File: config.mk
export PLATFORM = sky130hd
export DESIGN_NAME = uart_tx_stream
export DESIGN_NICKNAME = d
export VERILOG_FILES = /design/src/rtl/uart_tx_stream.sv
export SDC_FILE = /design/constraint.sdc
export NUM_CORES = 1
export LEC_CHECK = 0
export ABC_CLOCK_PERIOD_IN_PS = 5380
export BUFFER_PORTS_ARGS = -buffer_cell sky130_fd_sc_hd__buf_4
export CAP_MARGIN = 30
export CORE_MARGIN = 2
export CORE_UTILIZATION = 30
export DETAILED_ROUTE_END_ITERATION = 8
export SETUP_SLACK_MARGIN = 0.5
export SYNTH_ARGS = -nofsm -noshare
export SYNTH_HDL_FRONTEND = slang
export SYNTH_SLANG_ARGS = --single-unit
File: constraint.sdc
create_clock -name clk -period 5.38 [get_ports clk]
set_clock_uncertainty 0.1 [all_clocks]
set_input_delay 0.538 -clock clk [delete_from_list [all_inputs] [get_ports clk]]
set_output_delay 0.538 -clock clk [all_outputs]
set_load 0.05 [all_outputs]
File: src/rtl/uart_tx_stream.sv
`default_nettype none
// ============================================================================
// uart_tx_stream : valid/ready fed UART transmitter (start, LSB-first data,
//                  optional parity, 1-2 stop bits). Revision 1.0
// ============================================================================
module uart_tx_stream #(
  parameter int C_DATA_WIDTH   = 8,
  parameter int C_CLKS_PER_BIT = 16,
  parameter int C_PARITY       = 0,
  parameter int C_STOP_BITS    = 1
) (
  input  logic                    clk,
  input  logic                    resetn,
  input  logic                    in_valid,
  output logic                    in_ready,
  input  logic [C_DATA_WIDTH-1:0] in_data,
  output logic                    tx,
  output logic                    busy
);

  localparam int BAUD_W = $clog2(C_CLKS_PER_BIT);
  localparam int BIT_W  = $clog2(C_DATA_WIDTH);

  localparam logic [BAUD_W-1:0] C_LAST_BAUD = BAUD_W'(C_CLKS_PER_BIT - 1);
  localparam logic [BIT_W-1:0]  C_LAST_DATA = BIT_W'(C_DATA_WIDTH - 1);
  localparam logic [BIT_W-1:0]  C_LAST_STOP = BIT_W'(C_STOP_BITS - 1);
  localparam logic              C_ODD       = (C_PARITY == 2);

  typedef enum logic [2:0] {
    S_IDLE   = 3'd0,
    S_START  = 3'd1,
    S_DATA   = 3'd2,
    S_PARITY = 3'd3,
    S_STOP   = 3'd4
  } state_t;

  state_t                  r_state, w_state;
  logic [BAUD_W-1:0]       r_baud, w_baud;
  logic [BIT_W-1:0]        r_bit, w_bit;
  logic [C_DATA_WIDTH-1:0] r_shift, w_shift;
  logic                    r_parity, w_parity;
  logic                    r_tx, w_tx;
  logic                    r_busy, w_busy;
  logic                    r_ready, w_ready;
  logic                    w_baud_done;

  assign w_baud_done = (r_baud == C_LAST_BAUD);

  always_ff @(posedge clk or negedge resetn) begin
    if (!resetn) begin
      r_state  <= S_IDLE;
      r_baud   <= '0;
      r_bit    <= '0;
      r_shift  <= '0;
      r_parity <= 1'b0;
      r_tx     <= 1'b1;
      r_busy   <= 1'b0;
      r_ready  <= 1'b0;
    end else begin
      r_state  <= w_state;
      r_baud   <= w_baud;
      r_bit    <= w_bit;
      r_shift  <= w_shift;
      r_parity <= w_parity;
      r_tx     <= w_tx;
      r_busy   <= w_busy;
      r_ready  <= w_ready;
    end
  end

  always_comb begin
    w_state  = r_state;
    w_baud   = r_baud;
    w_bit    = r_bit;
    w_shift  = r_shift;
    w_parity = r_parity;
    w_tx     = r_tx;
    w_busy   = r_busy;
    w_ready  = r_ready;

    // Baud counter restarts at the transfer edge so every bit boundary is CPB cycles from it
    if (r_state != S_IDLE) begin
      w_baud = w_baud_done ? '0 : r_baud + 1'b1;
    end

    case (r_state)
      S_IDLE: begin
        w_tx    = 1'b1;
        w_busy  = 1'b0;
        w_ready = 1'b1;
        w_baud  = '0;
        w_bit   = '0;
        if (in_valid && r_ready) begin
          w_state  = S_START;
          w_tx     = 1'b0;
          w_busy   = 1'b1;
          w_ready  = 1'b0;
          w_shift  = in_data;
          w_parity = (^in_data) ^ C_ODD;
        end
      end
      S_START: begin
        if (w_baud_done) begin
          w_state = S_DATA;
          w_tx    = r_shift[0];
          w_shift = r_shift >> 1;
          w_bit   = '0;
        end
      end
      S_DATA: begin
        if (w_baud_done) begin
          if (r_bit == C_LAST_DATA) begin
            w_bit = '0;
            if (C_PARITY != 0) begin
              w_state = S_PARITY;
              w_tx    = r_parity;
            end else begin
              w_state = S_STOP;
              w_tx    = 1'b1;
            end
          end else begin
            w_bit   = r_bit + 1'b1;
            w_tx    = r_shift[0];
            w_shift = r_shift >> 1;
          end
        end
      end
      S_PARITY: begin
        if (w_baud_done) begin
          w_state = S_STOP;
          w_tx    = 1'b1;
          w_bit   = '0;
        end
      end
      S_STOP: begin
        if (w_baud_done) begin
          if (r_bit == C_LAST_STOP) begin
            w_state = S_IDLE;
            w_busy  = 1'b0;
            w_ready = 1'b1;
          end else begin
            w_bit = r_bit + 1'b1;
          end
        end
      end
      default: begin
        w_state = S_IDLE;
        w_tx    = 1'b1;
        w_busy  = 1'b0;
        w_ready = 1'b0;
      end
    endcase
  end

  assign tx       = r_tx;
  assign busy     = r_busy;
  assign in_ready = r_ready;

endmodule
`default_nettype wire

* Word level (Yosys, flattened, before mapping)
Index checks and enable logic that the tools add are counted.
** Word-level totals
- Register bits after elaboration :: 21
- Output and inout port bits :: 3
- Input port bits :: 11
** Operators by class
- Multiplexer cells :: 35
- Reductions and logical operators :: 14
- Eq/ne operators :: 16
- Add/sub/neg operators :: 2
- Bitwise logic cells :: 2
** Operator list (number)
- 3-bit 2-to-1 mux :: 12
- 8-bit 2-to-1 mux :: 4
- 8-bit one-hot mux with 3 select lines :: 1
- 2-bit != test, second input constant :: 9
- 3-bit one-hot mux with 5 select lines :: 1
- 4-bit 2-to-1 mux :: 3
- 3-bit one-hot mux with 4 select lines :: 1
- 1-bit 2-to-1 mux :: 10
- 5-bit AND reduction :: 2
- 7-bit AND reduction :: 1
- 3-bit by 2-bit equality test with 1-bit output, second input constant :: 2
- 3-bit equality test, second input constant :: 2
- 3-bit logical NOT :: 2
- 1-bit one-hot mux with 3 select lines :: 2
- 3-bit nonzero test :: 2
- 1-bit one-hot mux with 5 select lines :: 1
- 4-bit by 1-bit adder with 4-bit output, second input constant :: 1
- 4-bit equality test, second input constant :: 1
- 4-bit AND reduction :: 1
- 4-bit nonzero test :: 1
- 3-bit by 1-bit adder with 3-bit output, second input constant :: 1
- 3-bit by 1-bit equality test with 1-bit output, second input constant :: 1
- 3-bit AND reduction :: 1
- 3-bit OR reduction :: 1
- other kinds (5) :: 6

* Logic depth before layout (Yosys ltp)
- Word-level depth :: 4
- Depth in mapped cells :: 6
- Depth with buffers taken out :: 6

* Worst setup path before layout
OpenSTA, ideal clock, no wires.
- Path kind :: reg-to-reg
- Start point :: register r_bit[0]
- End point :: register r_shift[7]
- Cell stages (with the launch flop) :: 7
- Buffers on the path :: 0
- Slack :: 3.670 ns
- Arrival :: 1.483 ns
- Setup time :: 0.128 ns
- Data required time :: 5.152 ns
- Cells stage by stage :: dfrtp_1 -> ha_1 -> ha_1 -> nor3b_1 -> a21o_1 -> a2bb2oi_4 -> mux2_1
** Between the ends
- Longest elaborated chain between the ends :: 3
** Ends and longest elaborated chain
- start, declared :: RTL line 39 : logic [BIT_W-1:0] r_bit, w_bit;
- start signal, assigned :: RTL line 62 : r_bit <= w_bit;
- 3-bit equality test :: RTL line 112 : if (r_bit == C_LAST_DATA) begin
- 2-bit != test (no line)
- 5-bit AND reduction (no line)
- end signal, assigned :: RTL line 63 : r_shift <= w_shift;
- end, declared :: RTL line 40 : logic [C_DATA_WIDTH-1:0] r_shift, w_shift;
Every way passes these cells.
A chain may end at the register's enable or synchronous reset.

* Worst setup path in the final report
- Start point :: register r_bit[0]
- End point :: register r_shift[6]
The elaborated chain is that of the path after synthesis.

==> summary.md <==
| Metric | Value |
|---|---|
| Status | finished, final reports clean |
| Vias | 802 |
| Worst Setup Start Kind | flop |
| Syn Nets | 118 |
| ANT nets after route | 0 |
| GRT Resource Usage Total | roughly a tenth |
| Synthesized instance count | roughly 100 |
| Diode count | 0 |
| Crit-path max FO | 9 |
| Synthesis Warnings | 0 |
| Synth area leader | dfrtp_1 |
| Worst R2R Setup Slack | 3.46 ns |
| Setup bufs post-CTS | 0 |
| Least-Margin Pin Slew | 0.6716 ns |
| Final Hold Fails | 0 |
| Maximum vdd ir drop | roughly 0.099 mV |
| Vias per cell | between 4 and 5 |
| Slowest-stage cell, CP | dfrtp_1 |
| Primary FF master, synth | dfrtp_1 |
| Place WS | 3.478 ns |
| Die Y | 67.54 um |
| Core ar. | about 4000 um^2 |
| Core Rows | 23 |
| Final Cycle Share | a little over a third |
| Synth Register Bits | 21 |
| Min cycle time layout | about 1.9 ns |
| PwrDens | 196.6 nW/um^2 |
| Commonest non-fill, non-tap cell in the layout | dfrtp_1 |
| PortBufs | 13 |
| Required @ worst endpoint | about 5.4 ns |
| Rel. slew slack | 55.23% |
| Pin count of the biggest net entering global routing | 22 |
| Post-synth EDFFs | 0 |
| Vias in the first global route | 795 |
| First-pass GRT wire length | 3.601 mm |
| Mapped Avg Cell Area | 11.76 um^2 |
| Ys async rst share | 100.0% |
| Final setup violation count | 0 |
| Initial antenna violation count | 0 |
| CTS resizes | 0 |
| DR DRC count | 0 |
| Clk buf depth | 2 |
| Root Buffer | clkbuf_8 |
| R2R Path Start | r_bit[0] |
| Setup TNS | 0 ns |
| CP max stage delay | between 0.3 and 0.4 ns |
| CTS tree | done |
| Chip Width | 67.54 um |
| Die area | 4562 um^2 |
| Leak | 0.6223 nW |
| Post-cts hold buffer count | 0 |
| Clock transition at path regs | 0.08 ns |
| Total Power | 270.8 uW |
| Layout cell share with drive strength beyond 1 | between 30% and 40% |
| CP arrival | between 1.5 and 2 ns |
| DR pass1 iterations | 4 |
| Iter 0 DRT Violations | 19 |
| R2R cell count | 6 |
| Cell mode on critical path | ha_1 |
| Area delta synth->final | 13.74% |
| Seq/Total Area, Yosys | 43.49% |
| H-Tree Depth | 1 |
| Num CTS Buffers | 3 |
| Crit path kind | flop to flop |
| Mapped Area | about 1200 um^2 |
| Crit path cell chain | ha_1, ha_1, nor3b_1, a21o_1, a2bb2oi_4, mux2_2 |
| Unrepaired setup endpoints after global routing | no |
| CP Capture Type | flop |
| Hold crit path type | input port to asynchronous set/reset pin |
| Yosys top cell area share | 41.32% |
| Routed len/inst | 12.63 um |
| Count of pins over their slew limit | 0 |
| Area contributors post-synth | dfrtp_1 41%, mux2_2 13%, ha_1 4.1% |
| # IOs | 14 |
| Initial Util | between 30% and 40% |
| Maxcap violations | 0 |
| Total gr overflow | 0 |
| Final Worst Setup Slack | 3.463 ns |
| Commonest non-fill, non-tap cells in the layout | 20 x dfrtp_1, 14 x mux2_2, 13 x buf_4 |
| Clock Sinks | 21 |
| Post-DP HPWL | 1.581 mm |
| Synth cell types | 38 |
| FMAX | 521.8 MHz |
| Drt total wl | 2.084 mm |
| RePlAce Congestion | 0.7915 |
| R2r endpoint | r_shift[6] |
| Skew-Pair Late Insertion Delay | 0.26 ns |
| Fin nets | 131 |
-- report_power, final --
group          switching (mW)  internal, mW
registers                   0         0.158
clock network          0.0529        0.0516
logic                 0.00392       0.00469
total                  0.0568         0.214
-- logic make-up (layout without fill, tap and decap cells) --
| kind of cell | after synthesis | in the layout | share of synthesized area, % |
|---|---|---|---|
| xor gates and xnor gates | 3 | 3 | 2.790 |
| AOI/OAI and AO/OA | 21 | 21 | 13.43 |
| buffers and inverters | 9 | 21 | 4.545 |
| and+or+nand+nor | 28 | 28 | 15.81 |
| adders and majority gates | 4 | 4 | 4.132 |
| DFF | 21 | 21 | 43.49 |
| muxes | 17 | 17 | 15.81 |
-- critical path: cells and delay by family (launching register included) --
kind            cells  cell delay, ns
flops               1            0.39
fa+ha+maj           2            0.38
mux                 1            0.38
simple gates        1            0.07
compound gates      2            0.50
-- registers in the layout (all words and copies together), names as in the netlist --
name      flops
busy          1
in_ready      1
r_baud        4
r_bit         3
r_shift       8
r_state       3
tx            1
-- how the worst max path moves through the flow --
stage	startpoint	endpoint	slack, ns
after floorplan	r_bit[0]	r_shift[7]	3.67
after global placement	r_bit[0]	r_shift[2]	3.52
after detailed placement	r_bit[0]	r_shift[6]	3.48
after CTS	r_bit[0]	r_shift[6]	3.45
after global routing	r_bit[0]	r_shift[5]	3.36
final	r_bit[0]	r_shift[6]	3.46
-- through the flow --
stage                     hold slack, ns  instances  util (%)  area (um^2)
after detailed placement          0.3392        161     33.77         1331
after CTS                        0.05102        165     34.94         1378
after floorplan                   0.1424        103         -         1211
after global routing             0.05365        165     34.94         1378
after global placement            0.3370        161     33.77         1331
final                            0.04941        165     34.94         1378
-- cell type report --
type | count | area (um^2)
Clock buffer | 3 | 41.29
Tap cell | 50 | 62.56
Timing Repair Buffer | 13 | 97.59
Inverter | 4 | 15.01
Sequential cell | 21 | 526.8
Clock inverter | 1 | 5.005
Multi-Input combinational cell | 73 | 629.4
Fill cell | 385 | 2565
-- cells in the mapped netlist, types with 2 or more instances --
master,instances
mux2_2,14
o21ai_0,4
ha_1,4
nor2b_1,2
nand2_1,2
a21oi_1,7
nor2_1,5
buf_2,2
inv_1,4
buf_6,2
nor2_4,3
mux2_1,3
nor3b_1,3
nor3_1,4
and3_1,2
dfrtp_1,20
-- per-layer routing --
layer / wire (um) / global-route usage (%) / vias up
met5: 0 / 0 / -
met4: 19 / 3.827 / 0
met3: 77 / 2.167 / 2
met2: 988 / 16.42 / 15
met1: 998 / 14.18 / 394
li1: - / - / 391
Power figures use the tool's default switching activity.
